$ cat src/rtl/instmem_pkg.sv
// instmem_pkg: shared constants, FSM state type and address helpers for instr_mem_bank.
package instmem_pkg;
  localparam logic [63:0] INSTMEM_NOP = '0;
  typedef enum logic {INIT, RUN} state_t;
  function automatic logic [63:0] word_idx(input logic [63:0] addr, input int unsigned sh);
    return addr >> sh;
  endfunction
  function automatic logic addr_ok(input logic [63:0] addr, input int unsigned depth, input int unsigned sh);
    return ((addr & ((64'd1 << sh) - 64'd1)) == 64'd0) && ((addr >> sh) < 64'(depth));
  endfunction
endpackage

$ cat src/rtl/instr_mem_bank_if.sv
// instr_mem_bank_if: fetch port, load port and status flags of the instruction memory.
interface instr_mem_bank_if #(parameter int DATA_W = 32, parameter int ADDR_W = 32);
  logic              fetch_req, fetch_ready, instr_valid, instr_fault;
  logic              load_we, load_fault, init_done, instr_par_err;
  logic [ADDR_W-1:0] fetch_addr, load_addr;
  logic [DATA_W-1:0] instr, load_data;
  modport master(output fetch_req, fetch_addr, load_we, load_addr, load_data,
                 input fetch_ready, instr_valid, instr, instr_fault, load_fault, init_done, instr_par_err);
  modport slave(input fetch_req, fetch_addr, load_we, load_addr, load_data,
                output fetch_ready, instr_valid, instr, instr_fault, load_fault, init_done, instr_par_err);
endinterface

$ cat src/rtl/instmem_init_ctrl.sv
// instmem_init_ctrl: INIT/RUN FSM that walks every word once after reset to clear memory.
module instmem_init_ctrl import instmem_pkg::*; #(
  parameter int DEPTH_WORDS = 32,
  parameter int IDX_W       = 5
) (
  input  logic             clk,
  input  logic             rst,
  output logic             init_we,
  output logic [IDX_W-1:0] init_idx,
  output logic             init_done
);
  state_t state;
  always_ff @(posedge clk or posedge rst) begin
    if (rst) begin
      state     <= INIT;
      init_idx  <= '0;
      init_done <= 1'b0;
    end else if (state == INIT) begin
      init_idx <= init_idx + 1'b1;
      if (init_idx == IDX_W'(DEPTH_WORDS - 1)) begin
        state     <= RUN;
        init_done <= 1'b1;
      end
    end
  end
  assign init_we = (state == INIT);
endmodule

$ cat src/rtl/instr_mem_bank.sv
// instr_mem_bank: word-organised instruction memory with fetch/load ports and post-reset clear.
// Optional stored even parity per word when INSTMEM_PARITY_EN is defined.
module instr_mem_bank import instmem_pkg::*; #(
  parameter int DATA_W      = 32,
  parameter int ADDR_W      = 32,
  parameter int DEPTH_WORDS = 32
) (
  input logic             clk,
  input logic             rst,
  instr_mem_bank_if.slave bus
);
  localparam int SH    = $clog2(DATA_W / 8);
  localparam int IDX_W = DEPTH_WORDS > 1 ? $clog2(DEPTH_WORDS) : 1;
  logic [DATA_W-1:0] mem [DEPTH_WORDS];
  logic             init_we, init_done, accept, fetch_ok, load_ok, load_en, par_chk;
  logic [IDX_W-1:0] init_idx, fetch_idx, load_idx;
  instmem_init_ctrl #(.DEPTH_WORDS(DEPTH_WORDS), .IDX_W(IDX_W)) u_init (
    .clk(clk), .rst(rst), .init_we(init_we), .init_idx(init_idx), .init_done(init_done)
  );
  assign fetch_ok  = addr_ok(64'(bus.fetch_addr), DEPTH_WORDS, SH);
  assign load_ok   = addr_ok(64'(bus.load_addr), DEPTH_WORDS, SH);
  assign fetch_idx = IDX_W'(word_idx(64'(bus.fetch_addr), SH));
  assign load_idx  = IDX_W'(word_idx(64'(bus.load_addr), SH));
  assign accept    = init_done & bus.fetch_req;
  assign load_en   = init_done & bus.load_we & load_ok;
  assign bus.fetch_ready = init_done;
  assign bus.init_done   = init_done;
  always_ff @(posedge clk) begin
    if (init_we) mem[init_idx] <= DATA_W'(INSTMEM_NOP);
    else if (load_en) mem[load_idx] <= bus.load_data;
  end
`ifdef INSTMEM_PARITY_EN
  logic par [DEPTH_WORDS];
  always_ff @(posedge clk) begin
    if (init_we) par[init_idx] <= ^DATA_W'(INSTMEM_NOP);
    else if (load_en) par[load_idx] <= ^bus.load_data;
  end
  assign par_chk = accept & fetch_ok & (par[fetch_idx] != ^mem[fetch_idx]);
`else
  assign par_chk = 1'b0;
`endif
  // Read-first: the array read here sees the word before any same-edge load.
  always_ff @(posedge clk or posedge rst) begin
    if (rst) begin
      bus.instr_valid   <= 1'b0;
      bus.instr_fault   <= 1'b0;
      bus.instr         <= '0;
      bus.load_fault    <= 1'b0;
      bus.instr_par_err <= 1'b0;
    end else begin
      bus.instr_valid   <= accept;
      bus.instr_fault   <= accept & ~fetch_ok;
      bus.load_fault    <= init_done & bus.load_we & ~load_ok;
      bus.instr_par_err <= par_chk;
      if (accept) bus.instr <= fetch_ok ? mem[fetch_idx] : DATA_W'(INSTMEM_NOP);
    end
  end
endmodule
$ cat src/flat_wrapper.sv
// flat-port wrapper written by rule: the top's interface ports become plain ports
module instr_mem_bank_flat import instmem_pkg::*;
#(
  parameter int DATA_W      = 32,
  parameter int ADDR_W      = 32,
  parameter int DEPTH_WORDS = 32
)
  (clk, rst, bus_fetch_req, bus_fetch_addr, bus_load_we, bus_load_addr, bus_load_data, bus_fetch_ready, bus_instr_valid, bus_instr, bus_instr_fault, bus_load_fault, bus_init_done, bus_instr_par_err);
  instr_mem_bank_if #(.DATA_W(DATA_W), .ADDR_W(ADDR_W)) bus_i ();
  input logic clk;
  input logic rst;
  input wire logic [$bits(bus_i.fetch_req)-1:0] bus_fetch_req;
  input wire logic [$bits(bus_i.fetch_addr)-1:0] bus_fetch_addr;
  input wire logic [$bits(bus_i.load_we)-1:0] bus_load_we;
  input wire logic [$bits(bus_i.load_addr)-1:0] bus_load_addr;
  input wire logic [$bits(bus_i.load_data)-1:0] bus_load_data;
  output wire logic [$bits(bus_i.fetch_ready)-1:0] bus_fetch_ready;
  output wire logic [$bits(bus_i.instr_valid)-1:0] bus_instr_valid;
  output wire logic [$bits(bus_i.instr)-1:0] bus_instr;
  output wire logic [$bits(bus_i.instr_fault)-1:0] bus_instr_fault;
  output wire logic [$bits(bus_i.load_fault)-1:0] bus_load_fault;
  output wire logic [$bits(bus_i.init_done)-1:0] bus_init_done;
  output wire logic [$bits(bus_i.instr_par_err)-1:0] bus_instr_par_err;
  assign bus_i.fetch_req = bus_fetch_req;
  assign bus_i.fetch_addr = bus_fetch_addr;
  assign bus_i.load_we = bus_load_we;
  assign bus_i.load_addr = bus_load_addr;
  assign bus_i.load_data = bus_load_data;
  assign bus_fetch_ready = bus_i.fetch_ready;
  assign bus_instr_valid = bus_i.instr_valid;
  assign bus_instr = bus_i.instr;
  assign bus_instr_fault = bus_i.instr_fault;
  assign bus_load_fault = bus_i.load_fault;
  assign bus_init_done = bus_i.init_done;
  assign bus_instr_par_err = bus_i.instr_par_err;
  instr_mem_bank #(.DATA_W(DATA_W), .ADDR_W(ADDR_W), .DEPTH_WORDS(DEPTH_WORDS)) u_core (.clk(clk), .rst(rst), .bus(bus_i));
endmodule
$ cat config.mk
export PLATFORM = sky130hd
export DESIGN_NAME = instr_mem_bank_flat
export DESIGN_NICKNAME = d
export VERILOG_FILES = /design/src/rtl/instmem_pkg.sv /design/src/rtl/instr_mem_bank_if.sv /design/src/rtl/instmem_init_ctrl.sv /design/src/rtl/instr_mem_bank.sv /design/src/flat_wrapper.sv
export SDC_FILE = /design/constraint.sdc
export NUM_CORES = 1
export LEC_CHECK = 0
export CAP_MARGIN = 20
export CELL_PAD_IN_SITES_DETAIL_PLACEMENT = 0
export CELL_PAD_IN_SITES_GLOBAL_PLACEMENT = 1
export CORE_MARGIN = 4
export CORE_UTILIZATION = 30
export CTS_CLUSTER_SIZE = 16
export DETAILED_ROUTE_END_ITERATION = 12
export HOLD_SLACK_MARGIN = 0.06
export PLACE_DENSITY_LB_ADDON = 0.1
export SLEW_MARGIN = 20
export SYNTH_ARGS = -nofsm -noshare
export SYNTH_HDL_FRONTEND = slang
export SYNTH_SLANG_ARGS = --single-unit
$ cat constraint.sdc
create_clock -name clk -period 8.5 [get_ports clk]
set_input_delay 2.125 -clock clk [delete_from_list [all_inputs] [get_ports clk]]
set_output_delay 2.125 -clock clk [all_outputs]
set_load 0.01 [all_outputs]
# Word level (Yosys, flattened, before mapping)
# Memories as Yosys holds them, arrays and structs flattened.
# Index checks and enable logic that the tools add are counted.
# word_totals
reg_bits	42
ramBits	1024
input_bits	100
elab_cells	36
n_memories	1
# classes
add_sub_neg	1
order_cmp	2
eq_ne	1
n_mux	10
bitwise_logic	8
n_reduce_logical	6
# mem_list
memory	depth	word_bits	rd	rd_clocked_by_memory_dff	write_ports	line_no	text
u_core.mem	32	32	1	0	1	instr_mem_bank.sv:14	logic [DATA_W-1:0] mem [DEPTH_WORDS];
# op_table
op	count
$logic_not 64->1	2
$mux 32	2
$lt 30x6->1 const B	2
$reduce_or 32->1	1
$mux 1	7
$add 5x1->5 const B	1
$and 1x1->1	5
$eq 5x5->1 const B	1
$mux 5	1
$not 1->1	3
$logic_and 1x1->1	2
$reduce_and 2->1	1

# Logic depth before layout (Yosys ltp)
# logic_depth
word_depth	8
depth_mapped	9
depth_no_buf	5

# Hierarchy
# From an unflattened synthesis, not the netlist that was laid out.
# unflattened
hier_cells	1952
area_unflattened_um2	41484.8
# by_module_without_submodules
mod	n_inst	cells_each	area_each_um2	seq_area_each_um2
instr_mem_bank	1	1930	41144.5	31625.3
instmem_init_ctrl	1	22	340.3	175.2

# Worst setup path after synthesis
# No wires, ideal clock.
# synth_path
path_type	in2reg
from	input port bus_load_addr[22]
to	memory u_core.mem[31][0] (enable)
setup_time_ns	0.421
arrival_ns	4.669
required_time_ns	8.079
slack_ns	3.410
cell_stages	6
path_buffers	1
cell_sequence	nor4_1 nand4_1 buf_6 nor4_2 o22ai_1 nor2_1
# synth_via
elab_chain_cells	8
word_cells_on_any_way	9
classes_between	order compare: 1; mux: 5; bitwise: 1; reduce/logical: 2
# synth_rtl
item	line_no	text
start, declared	flat_wrapper.sv:15	input wire logic [$bits(bus_i.load_addr)-1:0] bus_load_addr;
$lt 30x6->1 *	instmem_pkg.sv:9	return ((addr & ((64'd1 << sh) - 64'd1)) == 64'd0) && ((addr >> sh) < 64'(depth));
$logic_and 1x1->1 *	instmem_pkg.sv:9	
$and 1x1->1 *	instr_mem_bank.sv:25	assign load_en = init_done & bus.load_we & load_ok;
$mux 1 *	instr_mem_bank.sv:30	else if (load_en) mem[load_idx] <= bus.load_data;
$mux 1 *	instr_mem_bank.sv:29	if (init_we) mem[init_idx] <= DATA_W'(INSTMEM_NOP);
$mux 1 (not written as such) *	instr_mem_bank.sv:30	
$reduce_or 32->1 (no source line)	-	
$mux 5 (no source line) / $mux 1 (equally long branches)	-	
end, declared	instr_mem_bank.sv:14	
# Mark *: on every way between the ends. The rest lies on a longest branch, timed or not.

# Worst setup path in the final report
# layout_path
from	input port bus_load_addr[1]
to	memory u_core.mem[20][27] (enable)
# layout_via
elab_chain_cells	8
word_cells_on_any_way	9
classes_between	mux: 5; bitwise: 1; reduce/logical: 3
# layout_rtl
item	line_no
$logic_not 64->1 *	instmem_pkg.sv:9
$logic_and 1x1->1 *	instmem_pkg.sv:9
$and 1x1->1 *	instr_mem_bank.sv:25
$mux 1 *	instr_mem_bank.sv:30
$mux 1 *	instr_mem_bank.sv:29
$mux 1 (not written as such) *	instr_mem_bank.sv:30
$reduce_or 32->1 (no source line)	-
$mux 5 (no source line) / $mux 1 (equally long branches)	-
# Marked as above.

==> results.md <==
* DRT iter0 DRCs at 1640
* Area share of the largest cell type after synthesis at 0.739
* Pin count of the biggest net entering global routing at 87
* CTS clk-pin slew, worst paths at 0.06 ns
* Die W at 381 um
* Avg WL per Cell at 30.1 um
* Worst-path fanout max at 23
* H-tree depth at 3
* Clk buf depth at 3
* Worst-Margin Slew at 1.14 ns
* CP required at 8.93 ns
* Pwr Density at 222 nW/um^2
* Clk_lat worst skew at 0.73 ns
* Number of flops mapped to enable cells by yosys at 1024
* Simple-gate share of the synthesized area at 0.0320
* Achievable Freq at 176 MHz
* Initial antenna violation count at 10
* Fraction of the mapped netlist area in compound gates at 0.0366
* Xor/xnor share of the synthesized area at 0.000631
* WP data arrival at 6.12 ns
* Row cnt at 136
* Final worst slack at 2.80 ns
* Outcome: finished clean
* Setup TNS at 0 ns
* GR Util All Layers at 0.168
* Largest family of logic cells by synthesized area: multiplexers
* Core ar. at 138000 sq um
* Syn_area_per_cell at 21.3 sq um
* Post-CTS Setup Repair Bufs at 0
* Area leader, netlist: edfxtp_1
* Footprint of the multi-input gates at 9440 sq um
* Synth Net Count at 2059
* Pre-CTS setup slack at 1.90 ns
* Post-synthesis mux area share at 0.149
* Top cells by count, synth: edfxtp_1 (1024), mux4_2 (224), nand2_1 (88), a22oi_1 (62), buf_2 (43)
* Fillers at 12600
* Final hold viol count at 0
* Dpl cells at 3844
* Switch share at 0.208
* Max Transition Viols Final at 0
* Final period util at 0.670
* GRT overflow at 0
* First-pass GRT wire length at 172 mm
* PostCTS Resize Cnt at 0
* Total wire length at 122 mm
* CTS root buffer: clkbuf_16
* Cell area after technology mapping at 41600 sq um
* Pint at 0.00867 W
* Most common cell in the netlist: edfxtp_1
* Detail Placement HPWL at 73.1 mm
* Gate Count Post-Synth at 1957
* Worst Setup Path Type: input port to flop
* Post-layout power at 0.0109 W
* CP Launch Type: input port
* Register Area at 31800 sq um
* Num CTS Buffers at 116
* Via count at 20400
* Clock Power Share at 0.454
* Ys async rst share at 0.0394
* Leak at 18.1 nW
* Setup Viol. Count Final at 0
* Vias in the first global route at 22000
* Sequential cell area fraction in the yosys report at 0.764
* Top-level I/O count at 138
* Area growth syn-to-layout at 18.4%
* Slew HR at 0.240
* Layout Cells excl Fill at 4060
* Buf/Inv on CP at 2
* Clk_skew at 0.0402 ns
* Ranking of synthesized cells by area: edfxtp_1 (74%), mux4_2 (12%), dfrtp_1 (2.5%)
* Max incr delay on CP at 1.00 ns
* Synth Area in Adders at 0.000601
* Via/cell ratio at 5.03
* Final min period at 5.70 ns
* DRC Markers at 0
* Top_reg_cell synth: edfxtp_1
* Share of cells above drive strength 1 at 0.279
* RD Place Congestion at 0.732
* CP max stage cell: nor2_4
* Yosys warns at 0
* Worst vdd ir at 0.175 mV
* Final nets at 2271
* Starting Density at 0.302
* Crit end category: flop
* CP Cell Sequence: clkdlybuf4s50_1 > nor4_1 > nand4_1 > o32ai_4 > nand3_2 > nor2_4 > buf_4
* Hold bufs inserted after CTS at 0
* Top Family by Delay on Critical Path: simple AND/OR/NAND/NOR gates
* Worst Hold Slack at 0.493 ns
* Hold WC Path Type: flop to flop
* Max Cap Viol at 0
* Sequential share of power at 0.518
* Unrepaired setup endpoints after global routing: no
* P_sw at 0.00228 W
* Number of I/O port buffers at 136
* Comb power frac at 0.028
* Yosys reg bits at 1066
* Chip Height at 381 um
* Total die area at 145000 sq um
* TritonCTS clock tree: yes
* First drt pass iteration count at 5
* Post-DRT Antenna Nets at 0
* TritonCTS Sinks at 1066
* Post-synthesis cell type count at 61
-- kinds of logic after synthesis --
kind of cell	after synthesis
flip-flops	1066
multiplexers	323
AND/OR/NAND/NOR	240
AO/OA/AOI/OAI	204
buffers and inverters	118
XOR/XNOR	3
adder cells (fa/ha/maj)	2
other	1
-- sequential cells by signal, summed over array words and instances (netlist names) --
name,flops
u_core.bus.instr,32
u_core.bus.instr_fault,1
u_core.bus.instr_valid,1
u_core.bus.load_fault,1
u_core.mem,1024
u_core.u_init.init_done,1
u_core.u_init.init_idx,5
u_core.u_init.state,1
-- area by class of cell --
cell class / count / share of cell area
multi-input cells: 773 / 0.191
clock inverters: 80 / 0.0152
diodes: 1 / 0.0000508
inverters: 8 / 0.000609
flip-flops and latches: 1066 / 0.645
well taps: 1794 / 0.0455
repair buffers: 204 / 0.0415
clock buffers: 134 / 0.0607
-- worst paths after layout --
kind                                            from                    to  slack (ns)  cells past startpoint
worst min-delay path            u_core.bus.instr[30]  u_core.bus.instr[30]        0.49                      2
max in group asynchronous                        rst  u_core.bus.instr[13]        5.73                      3
worst max register to register   u_core.u_init.state     u_core.mem[0][12]        4.92                      6
worst max-delay path                bus_load_addr[1]    u_core.mem[20][27]        2.80                      7
min in group asynchronous                        rst  u_core.bus.instr[23]        1.74                      2
worst min register to register  u_core.bus.instr[30]  u_core.bus.instr[30]        0.49                      2
-- placed cells by master, fill, tap and decap left out, drive strengths merged, types with 26 or more instances in the layout --
cell           synthesis  layout
mux2                  64      64
o21ai                 36      36
nand2                 88      88
and2                  35      35
mux4                 225     225
clkinv                 0      63
clkbuf                30     134
a22oi                 62      62
dfrtp                 42      42
mux2i                 34      34
buf                   80      72
nor2                  35      35
clkdlybuf4s50          0     132
edfxtp              1024    1024
a21oi                 26      26
o22ai                 36      36
nand2b                33      33
-- layer usage --
metal  GRT usage  vias up  wire (um)
li1            -     8600          -
met1       0.232    11100      54900
met2       0.276      554      59000
met3      0.0314      129       6100
met4      0.0398        2       2150
met5           0        -         13
-- per-stage QoR --
step            util  cell area (sq um)
3_5_place_dp   0.331              45500
2_1_floorplan      -              41600
4_1_cts        0.358              49300
5_1_grt        0.358              49300
3_3_place_gp   0.329              45300
6_report       0.358              49300
-- worst min-delay path, stage by stage, from the launching register on --
cell and delay [ns]:
dfrtp_1 0.35, nand2_1 0.05, nand2_1 0.05
-- power groups by stage --
stage / clock, W / sequential, W / combinational, W
4_1_cts: 0.00510 / 0.00567 / 0.000315
5_1_grt: 0.00534 / 0.00567 / 0.000325
6_report: 0.00497 / 0.00567 / 0.000304
2_1_floorplan: 0 / 0.00578 / 0.000173
3_3_place_gp: 0 / 0.00578 / 0.000316
3_5_place_dp: 0 / 0.00578 / 0.000314
No activity file was read; power rests on OpenSTA's default activity.
